--- config.mk ---
export PLATFORM = sky130hd
export DESIGN_NAME = mips_register_file_multiport
export DESIGN_NICKNAME = d
export VERILOG_FILES = /design/src/rtl/mips_pkg.sv /design/src/rtl/mips_rf_bypass.sv /design/src/rtl/mips_register_file_multiport.sv
export SDC_FILE = /design/constraint.sdc
export NUM_CORES = 1
export LEC_CHECK = 0
export CAP_MARGIN = 20
export CORE_UTILIZATION = 35
export DETAILED_ROUTE_END_ITERATION = 6
export GPL_TIMING_DRIVEN = 0
export MAX_ROUTING_LAYER = met4
export PLACE_DENSITY = 0.6
export RECOVER_POWER = 100
export SYNTH_ARGS = -nofsm -noshare
export SYNTH_HDL_FRONTEND = slang
export SYNTH_SLANG_ARGS = --single-unit
export TNS_END_PERCENT = 1
--- constraint.sdc ---
create_clock -name clk -period 12.1 [get_ports clk]
set_clock_uncertainty 0.05 [all_clocks]
set_input_delay 2.42 -clock clk [delete_from_list [all_inputs] [get_ports clk]]
set_output_delay 2.42 -clock clk [all_outputs]
set_load 0.02 [all_outputs]
--- src/rtl/mips_pkg.sv ---
// mips_pkg: shared register-file types and constants for the MIPS datapath.
package mips_pkg;
   typedef enum logic {RF_CLEAR, RF_READY} rf_state_e;
   localparam int RF_DATA_W = 32;
   localparam int REG_ZERO = 0;
endpackage

--- src/rtl/mips_rf_bypass.sv ---
// mips_rf_bypass: per-read-port forwarding of a same-cycle accepted write.
module mips_rf_bypass #(
   parameter int DATA_W = 32,
   parameter int ADDR_W = 5
) (
   input  logic [ADDR_W-1:0] rd_addr_i,
   input  logic              wr_en_i,
   input  logic [ADDR_W-1:0] wr_addr_i,
   input  logic [DATA_W-1:0] wr_data_i,
   input  logic [DATA_W-1:0] rd_data_i,
   output logic [DATA_W-1:0] rd_data_o
);
   assign rd_data_o = (wr_en_i && wr_addr_i == rd_addr_i) ? wr_data_i : rd_data_i;
endmodule

--- src/rtl/mips_register_file_multiport.sv ---
// mips_register_file_multiport: DEPTH x DATA_W register file, NUM_RD async reads, one write,
// hardware clear sequencer after reset, register 0 hardwired to zero.
module mips_register_file_multiport
   import mips_pkg::*;
#(
   parameter int DATA_W = RF_DATA_W,
   parameter int DEPTH  = 32,
   parameter int ADDR_W = $clog2(DEPTH),
   parameter int NUM_RD = 2,
   parameter int BYPASS = 1
) (
   input  logic                     clk,
   input  logic                     rst,
   input  logic [NUM_RD*ADDR_W-1:0] read_reg,
   output logic [NUM_RD*DATA_W-1:0] read_data,
   input  logic                     signal_reg_write,
   input  logic [ADDR_W-1:0]        write_reg,
   input  logic [DATA_W-1:0]        write_data,
   output logic                     ready,
   output logic                     write_drop
);
   localparam logic [ADDR_W:0] LAST  = (ADDR_W+1)'(DEPTH-1);
   localparam logic [ADDR_W:0] LIMIT = (ADDR_W+1)'(DEPTH);
   rf_state_e state_q, state_d;
   logic [ADDR_W:0] cnt_q, cnt_d;
   logic drop_q, drop_d;
   logic wr_nz, wr_in, wr_ok;
   logic [DATA_W-1:0] mem_q [1:DEPTH-1];
   assign ready      = state_q == RF_READY;
   assign write_drop = drop_q;
   assign wr_nz      = write_reg != ADDR_W'(REG_ZERO);
   assign wr_in      = {1'b0, write_reg} < LIMIT;
   assign wr_ok      = signal_reg_write && ready && wr_nz && wr_in;
   always_comb begin
      state_d = (state_q == RF_CLEAR && cnt_q == LAST) ? RF_READY : state_q;
      cnt_d   = (state_q == RF_CLEAR) ? cnt_q + 1'b1 : cnt_q;
      drop_d  = signal_reg_write && ((wr_nz && !ready) || !wr_in);
   end
   always_ff @(posedge clk or posedge rst) begin
      if (rst) begin
         state_q <= RF_CLEAR;
         cnt_q   <= (ADDR_W+1)'(1);
         drop_q  <= 1'b0;
      end else begin
         state_q <= state_d;
         cnt_q   <= cnt_d;
         drop_q  <= drop_d;
      end
   end
   // Storage has no reset; the clear sequencer owns it until READY.
   always_ff @(posedge clk) begin
      if (state_q == RF_CLEAR)
         mem_q[cnt_q[ADDR_W-1:0]] <= '0;
      else if (wr_ok)
         mem_q[write_reg] <= write_data;
   end
   for (genvar i = 0; i < NUM_RD; i++) begin : g_rd
      logic [ADDR_W-1:0] addr;
      logic [DATA_W-1:0] arr;
      assign addr = read_reg[i*ADDR_W +: ADDR_W];
      assign arr  = (ready && addr != ADDR_W'(REG_ZERO) && {1'b0, addr} < LIMIT) ? mem_q[addr] : '0;
      mips_rf_bypass #(.DATA_W(DATA_W), .ADDR_W(ADDR_W)) u_byp (
         .rd_addr_i(addr),
         .wr_en_i  ((BYPASS != 0) && wr_ok),
         .wr_addr_i(write_reg),
         .wr_data_i(write_data),
         .rd_data_i(arr),
         .rd_data_o(read_data[i*DATA_W +: DATA_W])
      );
   end
endmodule

=== Word level (Yosys, flattened, before mapping) ===
Memories as Yosys holds them, arrays and structs flattened.
Index checks and enable logic that the tools add are counted.

* Latch bits: 0
* ROM bits: 0
* Register bits: 8
* Bits of input ports: 50
* Memories: 1
* Memory bits (writable): 992
* Word-level logic and storage cells: 34

{| class="wikitable"
|+ Memories
! memory !! depth !! width !! read ports !! clocked after memory_dff !! write ports !! line !! source
|-
| mem_q || 31 || 32 || 2 || 0 || 1 || mips_register_file_multiport.sv:28 || <nowiki>logic [DATA_W-1:0] mem_q [1:DEPTH-1];</nowiki>
|}

* Divide/modulo/power cells: 0
* Equality and inequality tests: 3
* Add/sub/neg operators: 1
* Bitwise logic cells: 1
* Magnitude comparators: 0
* Reduce and logical (&&, ||, !) cells: 14
* Shift-type cells: 0
* Multipliers: 0
* Muxes and demuxes: 11

{| class="wikitable"
|+ Operator list
! kind !! number
|-
| two-way mux 32 bit || 5
|-
| OR reduction 32 bit || 1
|-
| nonzero test 5 bit || 3
|-
| == test 5 bit || 2
|-
| logical AND 1 bit || 9
|-
| adder 6 x 1 -> 6 bit (second input constant) || 1
|-
| == test 6 x 5 -> 1 bit (second input constant) || 1
|-
| two-way mux 1 bit || 5
|-
| two-way mux 5 bit || 1
|-
| logical NOT 1 bit || 1
|-
| inverter 1 bit || 1
|}

=== Logic depth before layout (Yosys ltp) ===
* Depth in word-level cells: 7
* Mapped depth: 9

=== Cells and area by module ===
From an unflattened synthesis, not the netlist that was laid out.

* Cells, all modules: 3508
* Area, all modules: 48864.4 um^2

{| class="wikitable"
|+ By module, submodules not included
! module !! sequential area each (um^2) !! area each (um^2) !! cells an instance !! instances
|-
| mips_register_file_multiport || 29990.0 || 47663.2 || 3422 || 1
|-
| mips_rf_bypass || 0.0 || 600.6 || 43 || 2
|}

=== Worst setup path before layout ===
No wires, ideal clock.

* Kind: in2out
* Start: input port read_reg[7]
* End: output port read_data[56]
* Buffers on the path: 4
* Data arrival time: 4.127 ns
* Path slack: 5.503 ns
* Required time: 9.630 ns
* Stages: 8
* Cells stage by stage: buf_2 -> buf_2 -> buf_2 -> buf_1 -> mux4_2 -> o21ai_0 -> nand2_1 -> a32o_1

* Cells in the longest elaborated chain, start to end: 4

{| class="wikitable"
|+ Ends and longest elaborated chain
! item !! line !! source
|-
| start, declared || mips_register_file_multiport.sv:14 || <nowiki>input logic [NUM_RD*ADDR_W-1:0] read_reg,</nowiki>
|-
| parallel branches: the longest is 3 deep, another holds memory (31 x 32 bit) || - ||
|-
| two-way mux 32 bit (*) || mips_rf_bypass.sv:13 || <nowiki>assign rd_data_o = (wr_en_i && wr_addr_i == rd_addr_i) ? wr_data_i : rd_data_i;</nowiki>
|-
| end, declared || mips_register_file_multiport.sv:15 || <nowiki>output logic [NUM_RD*DATA_W-1:0] read_data,</nowiki>
|}

Every way passes the cells marked *.

=== Worst setup path after layout ===
* Start: input port read_reg[6]
* End: output port read_data[47]

Same word-level chain as after synthesis.

==> results.ini <==
[pwr]
power_frac_comb_pct = 10.2
clock_power_share_pct = 40.2
p_leak_nw = 19.0
power.share.sequential_pct = 49.6
total_power_mw = 7.71
irDropWorstVdd_mv = 0.112
switching_share_pct = 24.9
switchingPower_mw = 1.92
p_per_area_nw_per_um2 = 142
internal-power_mw = 5.79

[grt]
grt_pass1_wl_um = 232000
grt_overflow = 0
use_met1_pct = 34.5
grt_max_degree = 32
top_usage_layer = met1
met3_usage_pct = 7.56
grt_use_met2_pct = 34.3
antenna_found_initial = 12
grt_pass1_vias = 30100
grt_usage_pct = 24.9

[setup_path]
path_common_cell = clkbuf_1
critPathSlowestCell = a211oi_1
worst_setup_path_end_kind = output port
crit_chain = dlygate4sd3_1 > clkbuf_1 > clkbuf_1 > nor3_1 > a211oi_1 > clkbuf_1 > a32o_1 > dlygate4sd3_1
required_ns = 9.63
path_class = input port to output port
worst-path-buf-inv = 5
worstSetupStartpointType = input port
worst-path-max-fanout = 10
cpLargestDelayFamily = buffers and inverters
max_stage_delay_ns = 1.09
arrival_ns = 8.37

[logic_synthesis]
synthArstFlopShare_pct = 0.800
avgSynthCellArea_um2 = 17.1
synth-seq-cells = 1000
ys_types = 61
yosys.area.top_type = edfxtp_1
synth_fp_nets = 2828
synth_warnings = 0
ys_seq_area_share_pct = 63.2
synth_area_leaders = edfxtp_1 63%, mux4_2 15%, mux2i_1 7.4%, a22oi_1 1.5%, a211o_1 1.1%
synth_edf_count = 992
synth_flop_cell = edfxtp_1
yosysTopAreaCellShare_pct = 62.7
synthCells = 2777
netlist_area_um2 = 47500

[timing]
finalMaxSlewViolations = 1062
setup_violations = 0
hold_slack_ns = 0.424
finalCriticalPeriod_ns = 10.84
max_slew_margin_pct = -72.9
tightest_slew_ns = 2.58
setup_ws_ns = 1.26
hold_violations = 0
rsz0062_at_grt = no
fmax_ghz = 0.0923
fin_crit_sh_pct = 89.6
setup_tns_ns = 0

[cells_and_area]
synthToLayoutAreaGrowth_pct = 14.3
stdcell_area_um2 = 54300
fillers = 12100
final_common_cell = edfxtp_1
final-seq-area_um2 = 30000
multi_input_area_um2 = 16400
layout-drive-gt1-share_pct = 18.6
final_cell_count_no_fill = 4917
fin_util_pct = 40.5
layout.nets = 3106
final_cell_mix = 992 x edfxtp_1, 352 x mux2i_1, 322 x mux4_2

[detailed_routing]
drc_errors = 0
drt.antenna.violating_nets = 0
num_vias = 31100
viasPerCell = 6.32
drt_iter0_markers = 4907
dr.pass1.iters = 7
wl_um = 168000
routedWlPerCell_um = 34.2

[cts]
holdBufCountCts = 0
cts_sinks = 1000
insertion_delay_ns = 0.71
cts_setup_buffers = 0
cts_buffer_depth = 3
cts_resized = 0
cts.clk_slew.worst_paths_ns = 0.07
root_buffer = clkbuf_16
h-tree-depth = 3
numCtsBuffers = 103
cts_tree = built

[placed_design]
place_inst = 4697
place_area_um2 = 51900
hpwl_um = 119000
pre_cts_ws_ns = 2.75
io_buffers = 104
routabilityCongestion = 0.949

[status]
violations = max-capacitance violations, max-slew violations
status = complete, but fails checks

[floorplan]
die_x_um = 370
core_area_um2 = 134000
die_h_um = 370
die_area_um2 = 137000
io_pins = 116
initial_utilization_pct = 35.4
rows = 134

[flow_run]
maxCapViolations = 54

[min_path]
hold_class = flop to flop

[registers in the layout, summed over array words and instances (netlist names)]
register	flops
cnt_q	6
mem_q	992
ready	1
write_drop	1
[final timing paths]
check,slack [ns],end,cells after the start,start
worst max-delay path,1.26,read_data[47],8,read_reg[6]
worst min-delay path,0.42,cnt_q[5],1,cnt_q[5]
worst max register to register,5.38,mem_q[19][8],6,ready
worst min register to register,0.42,cnt_q[5],1,cnt_q[5]
max in group asynchronous,9.44,cnt_q[4],2,rst
min in group asynchronous,2.17,write_drop,2,rst
[power groups by stage]
stage | Sequential [mW] | Combinational, mW | Clock, mW
after floorplan | 3.89 | 0.428 | 0
after global routing | 3.82 | 0.805 | 3.24
after CTS | 3.82 | 0.782 | 3.11
after global placement | 3.90 | 0.762 | 0
after detailed placement | 3.90 | 0.780 | 0
final | 3.82 | 0.787 | 3.10
[per-layer routing]
layer / share of wire, % / vias to the layer above
li1: - / 12300
met2: 42 / 2286
met4: 4.2 / 0
met5: 0 / -
met1: 40 / 16200
met3: 14 / 374
[cell usage after synthesis (6+ instances only)]
master    count
edfxtp_1    992
mux2i_1     352
mux4_2      322
clkbuf_1    121
nand2_1     109
nor2_1      102
a22oi_1      96
a21oi_1      95
buf_2        90
a211oi_1     63
a211o_1      62
a221oi_1     62
nor2b_1      36
o21ai_0      34
and2_1       33
a221o_1      32
a32o_1       32
o221ai_1     31
buf_1        13
buf_4        11
xnor2_1      11
dfrtp_1       7
a31oi_1       6
inv_1         6
nor3_1        6
[worst register-to-register path, delay by kind of cell, from the launching register on]
| family | cells | cell delay (ns) |
|---|---|---|
| buffers and inverters | 3 | 2.43 |
| AND/OR/NAND/NOR | 1 | 1.79 |
| AO/OA/AOI/OAI | 2 | 1.46 |
| flip-flops | 1 | 0.52 |
[final cells by class]
type / count / share of cell area (%)
flip-flops and latches: 1000 / 55.3
multi-input cells: 1527 / 30.1
clock buffers: 141 / 5.18
well taps: 1768 / 4.08
repair buffers: 173 / 2.53
plain buffers: 242 / 2.00
clock inverters: 51 / 0.742
inverters: 8 / 0.0553
diodes: 7 / 0.0323
[logic make-up after synthesis]
group | Yosys count | synth area share [%]
adders and majority gates | 1 | 0.0263
xor gates and xnor gates | 15 | 0.277
AOI/OAI and AO/OA | 526 | 8.43
and+or+nand+nor | 309 | 3.00
DFF | 1000 | 63.2
buffers and inverters | 250 | 2.37
muxes | 676 | 22.7
No activity file was read; power rests on OpenSTA's default activity.
